**src/rtl/hash_display_pkg.sv**
```systemverilog
// Shared types and constants for the student-ID/time hash display unit.
package hash_display_pkg;

    typedef enum logic [1:0] {
        OFF_REL = 2'd0,
        ON_PRS  = 2'd1,
        ON_REL  = 2'd2,
        OFF_PRS = 2'd3
    } btn_state_t;

    localparam logic [3:0] BCD_BLANK  = 4'hF;
    localparam int         HASH_W     = 16;
    localparam int         NUM_DIGITS = 5;

endpackage

```
**src/rtl/hash_display_unit_bcd.sv**
```systemverilog
// Combinational 16-bit binary to 5-digit BCD converter (shift-and-add-3).
module bin16_to_bcd5
    import hash_display_pkg::*;
(
    input  logic [HASH_W-1:0]         bin_i,
    output logic [NUM_DIGITS*4-1:0]   bcd_o
);

    logic [NUM_DIGITS*4+HASH_W-1:0] sh;

    always_comb begin
        sh = {{(NUM_DIGITS*4){1'b0}}, bin_i};
        for (int i = 0; i < HASH_W; i++) begin
            for (int d = 0; d < NUM_DIGITS; d++) begin
                if (sh[HASH_W+4*d +: 4] > 4'd4) begin
                    sh[HASH_W+4*d +: 4] = sh[HASH_W+4*d +: 4] + 4'd3;
                end
            end
            sh = sh << 1;
        end
    end

    assign bcd_o = sh[NUM_DIGITS*4+HASH_W-1 -: NUM_DIGITS*4];

endmodule

```
**src/rtl/hash_display_unit.sv**
```systemverilog
// Rolling student-ID/time hash with BCD display gated by a push-button toggle.
// Define HASH_DISP_REG_OUT_EN to register the five digit outputs.
module hash_display_unit
    import hash_display_pkg::*;
#(
    parameter int SYNC_STAGES = 2,
    parameter int HASH_ROT    = 3
) (
    input  logic              clk,
    input  logic              rst,
    input  logic              button_in,
    input  logic              hash_tick,
    input  logic [HASH_W-1:0] cur_time,
    input  logic [HASH_W-1:0] student_id,
    output logic              stateful_button,
    output logic [HASH_W-1:0] cur_hash,
    output logic [3:0]        d5_out,
    output logic [3:0]        d4_out,
    output logic [3:0]        d3_out,
    output logic [3:0]        d2_out,
    output logic [3:0]        d1_out,
    output btn_state_t        fsm_state_o
);

    localparam int ROT = HASH_ROT % HASH_W;

    logic [SYNC_STAGES-1:0] sync_q;
    logic                   btn_s;
    btn_state_t             state_q;
    logic                   button_q;
    logic [HASH_W-1:0]      hash_q, hash_d, tmp;
    logic [2*HASH_W-1:0]    dbl;
    logic [NUM_DIGITS*4-1:0] bcd, digits_d, digits;

    always_ff @(posedge clk or posedge rst) begin
        if (rst) sync_q <= '0;
        else     sync_q <= {sync_q[SYNC_STAGES-2:0], button_in};
    end

    assign btn_s = sync_q[SYNC_STAGES-1];

    // Output bit is updated alongside the state so it is a registered Moore output.
    always_ff @(posedge clk or posedge rst) begin
        if (rst) begin
            state_q  <= OFF_REL;
            button_q <= 1'b0;
        end else begin
            case (state_q)
                OFF_REL: if (btn_s)  begin state_q <= ON_PRS;  button_q <= 1'b1; end
                ON_PRS:  if (!btn_s) begin state_q <= ON_REL;  button_q <= 1'b1; end
                ON_REL:  if (btn_s)  begin state_q <= OFF_PRS; button_q <= 1'b0; end
                OFF_PRS: if (!btn_s) begin state_q <= OFF_REL; button_q <= 1'b0; end
                default: begin state_q <= OFF_REL; button_q <= 1'b0; end
            endcase
        end
    end

    always_comb begin
        tmp    = (hash_q ^ student_id) + cur_time;
        dbl    = {tmp, tmp} << ROT;
        hash_d = hash_q;
        if (hash_tick) hash_d = dbl[2*HASH_W-1 -: HASH_W];
    end

    always_ff @(posedge clk or posedge rst) begin
        if (rst) hash_q <= '0;
        else     hash_q <= hash_d;
    end

    bin16_to_bcd5 u_bcd (
        .bin_i (hash_q),
        .bcd_o (bcd)
    );

    assign digits_d = button_q ? bcd : {NUM_DIGITS{BCD_BLANK}};

`ifdef HASH_DISP_REG_OUT_EN
    logic [NUM_DIGITS*4-1:0] digits_q;

    always_ff @(posedge clk or posedge rst) begin
        if (rst) digits_q <= {NUM_DIGITS{BCD_BLANK}};
        else     digits_q <= digits_d;
    end

    assign digits = digits_q;
`else
    assign digits = digits_d;
`endif

    assign stateful_button = button_q;
    assign cur_hash        = hash_q;
    assign fsm_state_o     = state_q;
    assign d5_out          = digits[19:16];
    assign d4_out          = digits[15:12];
    assign d3_out          = digits[11:8];
    assign d2_out          = digits[7:4];
    assign d1_out          = digits[3:0];

endmodule

```
**config.mk**
```make
export PLATFORM = sky130hd
export DESIGN_NAME = hash_display_unit
export DESIGN_NICKNAME = d
export VERILOG_FILES = /design/src/rtl/hash_display_pkg.sv /design/src/rtl/hash_display_unit_bcd.sv /design/src/rtl/hash_display_unit.sv
export SDC_FILE = /design/constraint.sdc
export NUM_CORES = 1
export LEC_CHECK = 0
export ABC_AREA = 1
export CAP_MARGIN = 20
export CORE_ASPECT_RATIO = 0.8
export CORE_MARGIN = 5
export CORE_UTILIZATION = 45
export CTS_CLUSTER_SIZE = 8
export DETAILED_ROUTE_END_ITERATION = 10
export PLACE_DENSITY_LB_ADDON = 0.2
export SYNTH_ARGS = -nofsm -noshare
export SYNTH_HDL_FRONTEND = slang
export SYNTH_SLANG_ARGS = --single-unit
```
**constraint.sdc**
```tcl
create_clock -name clk -period 11.9 [get_ports clk]
set_input_delay 1.19 -clock clk [delete_from_list [all_inputs] [get_ports clk]]
set_output_delay 1.19 -clock clk [all_outputs]
set_load 0.1 [all_outputs]
```
==> results.md <==
- The run finished with clean final reports.
- The filler cell count in the final layout is 1210.
- The floorplan has 36 rows.
- The post-route DRC violation count is 0.
- After detailed routing, the average wire length per cell comes to 10.3 µm.
- The cell seen most often among critical-path stages is nand2_1.
- The count of cells resized by post-cts repair is 0.
- The top flip-flop cell by instance count after synthesis is dfrtp_1.
- The die outline area is 14700 µm².
- For this run, the total global-route usage over all layers was measured as 16.5%.
- The hold violation count in the final report is 0.
- The type of the worst setup path is flip-flop to output port.
- The highest-delay cell along the critical path is clkdlybuf4s50_1.
- Counting instances in the post-synthesis netlist gives the leading cell types as nand2_1 (284), nand3_1 (125), inv_1 (116).
- The initial antenna violation count is 0.
- Clock-pin slew was measured on the worst setup and hold paths at 0.06 ns.
- The most repeated cell in the gate-level netlist after synthesis is nand2_1.
- The number of nets handed over by synthesis was 1034.
- The number of hold buffers added after cts is 0.
- The worst hold path terminates at sync_q[1].
- The max-cap violation count is 0.
- The slew at the pin closest to its max-slew limit is 1.01 ns.
- The required arrival time at the worst endpoint is 10.71 ns.
- The worst endpoint data arrival time is 9.03 ns.
- CTS saw 21 sinks.
- The via count of the first global-routing pass is 5034.
- Entering global routing, the biggest net connects 25 pins.
- The die width is 134 µm.
- The max-slew violation count is 0.
- Counting flops and latches in the post-synthesis netlist gives 21.
- The cell area that synthesis handed to floorplanning was 5570 µm².
- The global placement routability congestion is 0.840.
- The post-synthesis average cell area is 5.94 µm².
- After detailed routing, the number of vias per cell comes to 4.80.
- The total number of nets in the final design is 1107.
- The accumulated negative setup slack is 0 ns.
- Clock tree synthesis inserted a total of 3 buffers.
- The endpoint kind of the worst setup timing path is an output port.
- The startpoint identified for the worst hold timing path is sync_q[0].
- The routed design has 12000 µm of wire.
- CTS built an H-tree with a depth of 1.
- Counting flops with a built-in enable in the synthesized netlist gives 0.
- The setup-violating endpoint count in the final report is 0.
- The worst clock skew is 0.00354 ns.
- Setup repair after global routing left no endpoint under its margin.
- Across all layers, the routed design uses 5579 vias.
- The maximum fanout along the worst path is 6.
- The class of the worst hold path is flip-flop to flip-flop.
- The achievable clock frequency is 97.8 MHz.
- Synthesis produced a netlist whose cell count is 939.
- Summed over all layers, the global routing overflow is 0.
- The startpoint type of the worst setup path is a flip-flop.
- The clock latency at the later pin of the worst-skew pair is 0.25 ns.
- The share of synthesized flip-flops with an asynchronous set or reset is 100%.
- For this run, the number of Yosys warnings is 0.
- After legalization and detailed placement, the total HPWL measured 10100 µm.
- The layout overhead on the synthesized area is 17.7%.
- In the final layout, the share of cells above drive strength 1 is 15.0%.
- The number of detailed-route iterations in the first pass is 4.
- The first global-routing pass estimated 21300 µm of wire.
- The CTS tree is done.
- Summed over its instances, the top area cell type makes up 19.1% of the synthesized netlist area.
- For this configuration, the core starts out at a cell density of 45.8%.
- The peak per-stage delay on the critical path is 1.15 ns.
- Buffers placed on the I/O ports in this run total 74.
- The cell type contributing the most total cell area after synthesis is nand2_1.
- The count of nets left with antenna violations once routing finished came out at 0.
- The maximum buffer depth of the clock tree is 2.
- The clock period minus final worst setup slack is 10.22 ns.
- The depth of the most critical reg-to-reg path is 17.
- CTS placed an instance of clkbuf_16 at the clock tree root.
- The endpoint identified for the worst register-to-register timing path is cur_hash[1].
- Counting instances, the worst hold path has a depth of 0.
- The total setup buffers inserted after CTS is 0.
- The total core area is 12200 µm².
- The repair_antennas step left the layout with diodes totalling 0.
- The number of different library cells in the post-synthesis netlist is 40.
- Pin placement for this block handled 75 I/O pins.
- Sorting the synthesized cells by area gives the leading types as nand2_1 (19%), ha_1 (13%), nand3_1 (11%).
- The worst flop-to-flop path startpoint is cur_hash[2].
- The minimum setup slack among reg-to-reg paths is 8.45 ns.
- In this run, the number of DRC markers left after iteration 0 of detailed routing was 290.
- The die is 110 µm tall.
- Sequential elements use 9.43% of the synthesized area.
- The fraction of the cycle the final worst path needs is 85.9%.
- In this run the tightest slew margin relative to its limit is 32.5%.
## worst max-delay path: cells and delay by family, from the launching register on
| kind | cells | cell delay (ns) |
|---|---|---|
| simple gates | 47 | 4.40 |
| buf+inv | 14 | 2.10 |
| fa+ha+maj | 8 | 1.69 |
| flops | 1 | 0.46 |
| compound gates | 1 | 0.15 |
## cell type report
type / count / area [µm²] / area share [%]
clock inverter: 1 / 5.00 / 0.0763
clock buffer: 3 / 75.1 / 1.14
multi-input combinational: 758 / 4450 / 67.8
timing repair buffer: 74 / 741 / 11.3
inverter: 154 / 578 / 8.81
sequential: 21 / 526 / 8.01
tap: 152 / 190 / 2.90
## sequential cells by signal, indices dropped and copies added (netlist names)
name and count:
cur_hash 16, fsm_state_o 2, stateful_button 1, sync_q 2
## cells by family after synthesis
family / synth area share [%]
and+or+nand+nor: 49.3
buffers and inverters: 10.8
AOI/OAI and AO/OA: 11.0
adders and majority gates: 13.4
xor gates and xnor gates: 6.15
DFF: 9.43
## layer usage
layer	global-route usage [%]	up-vias	routed length (µm)
met4	1.74	0	41
li1	-	3149	-
met3	2.06	4	503
met5	0	-	0
met2	27.6	77	5040
met1	23.7	2349	6440
## worst max-delay path by stage
stage	startpoint	end	slack, ns	depth (start not counted)
2_1_floorplan	cur_hash[13]	d5_out[2]	1.46	54
3_3_place_gp	cur_hash[13]	d2_out[2]	2.08	68
3_5_place_dp	cur_hash[13]	d2_out[2]	1.94	68
4_1_cts	cur_hash[13]	d2_out[2]	1.65	68
5_1_grt	cur_hash[13]	d2_out[2]	0.66	70
6_report	cur_hash[13]	d2_out[2]	1.68	70
## cell usage in the layout, fill, tap and decap left out, types with 18 or more instances in the layout
master and n:
nor2_1 45, nand2_1 284, nand2_2 60, clkdlybuf4s50_1 74, nand3_1 125, inv_1 116, dfrtp_1 21, o21ai_0 28
xor2_1 27, ha_1 58, inv_2 34, nand2_4 18
## per-stage QoR
| stage | cells | worst slack [ns] | util [%] | area (µm²) | hold slack, ns |
|---|---|---|---|---|---|
| floorplan | 939 | 1.46 | - | 5570 | 0.331 |
| global placement | 1159 | 2.08 | 53.3 | 6480 | 0.332 |
| detailed placement | 1159 | 1.94 | 53.3 | 6480 | 0.335 |
| CTS | 1163 | 1.65 | 54.0 | 6560 | 0.348 |
| global route | 1163 | 0.662 | 54.0 | 6560 | 0.356 |
| finish | 1163 | 1.68 | 54.0 | 6560 | 0.347 |
Power is not shown: default switching activity piles up to over one toggle a cycle in this logic, so the estimate is an artifact.
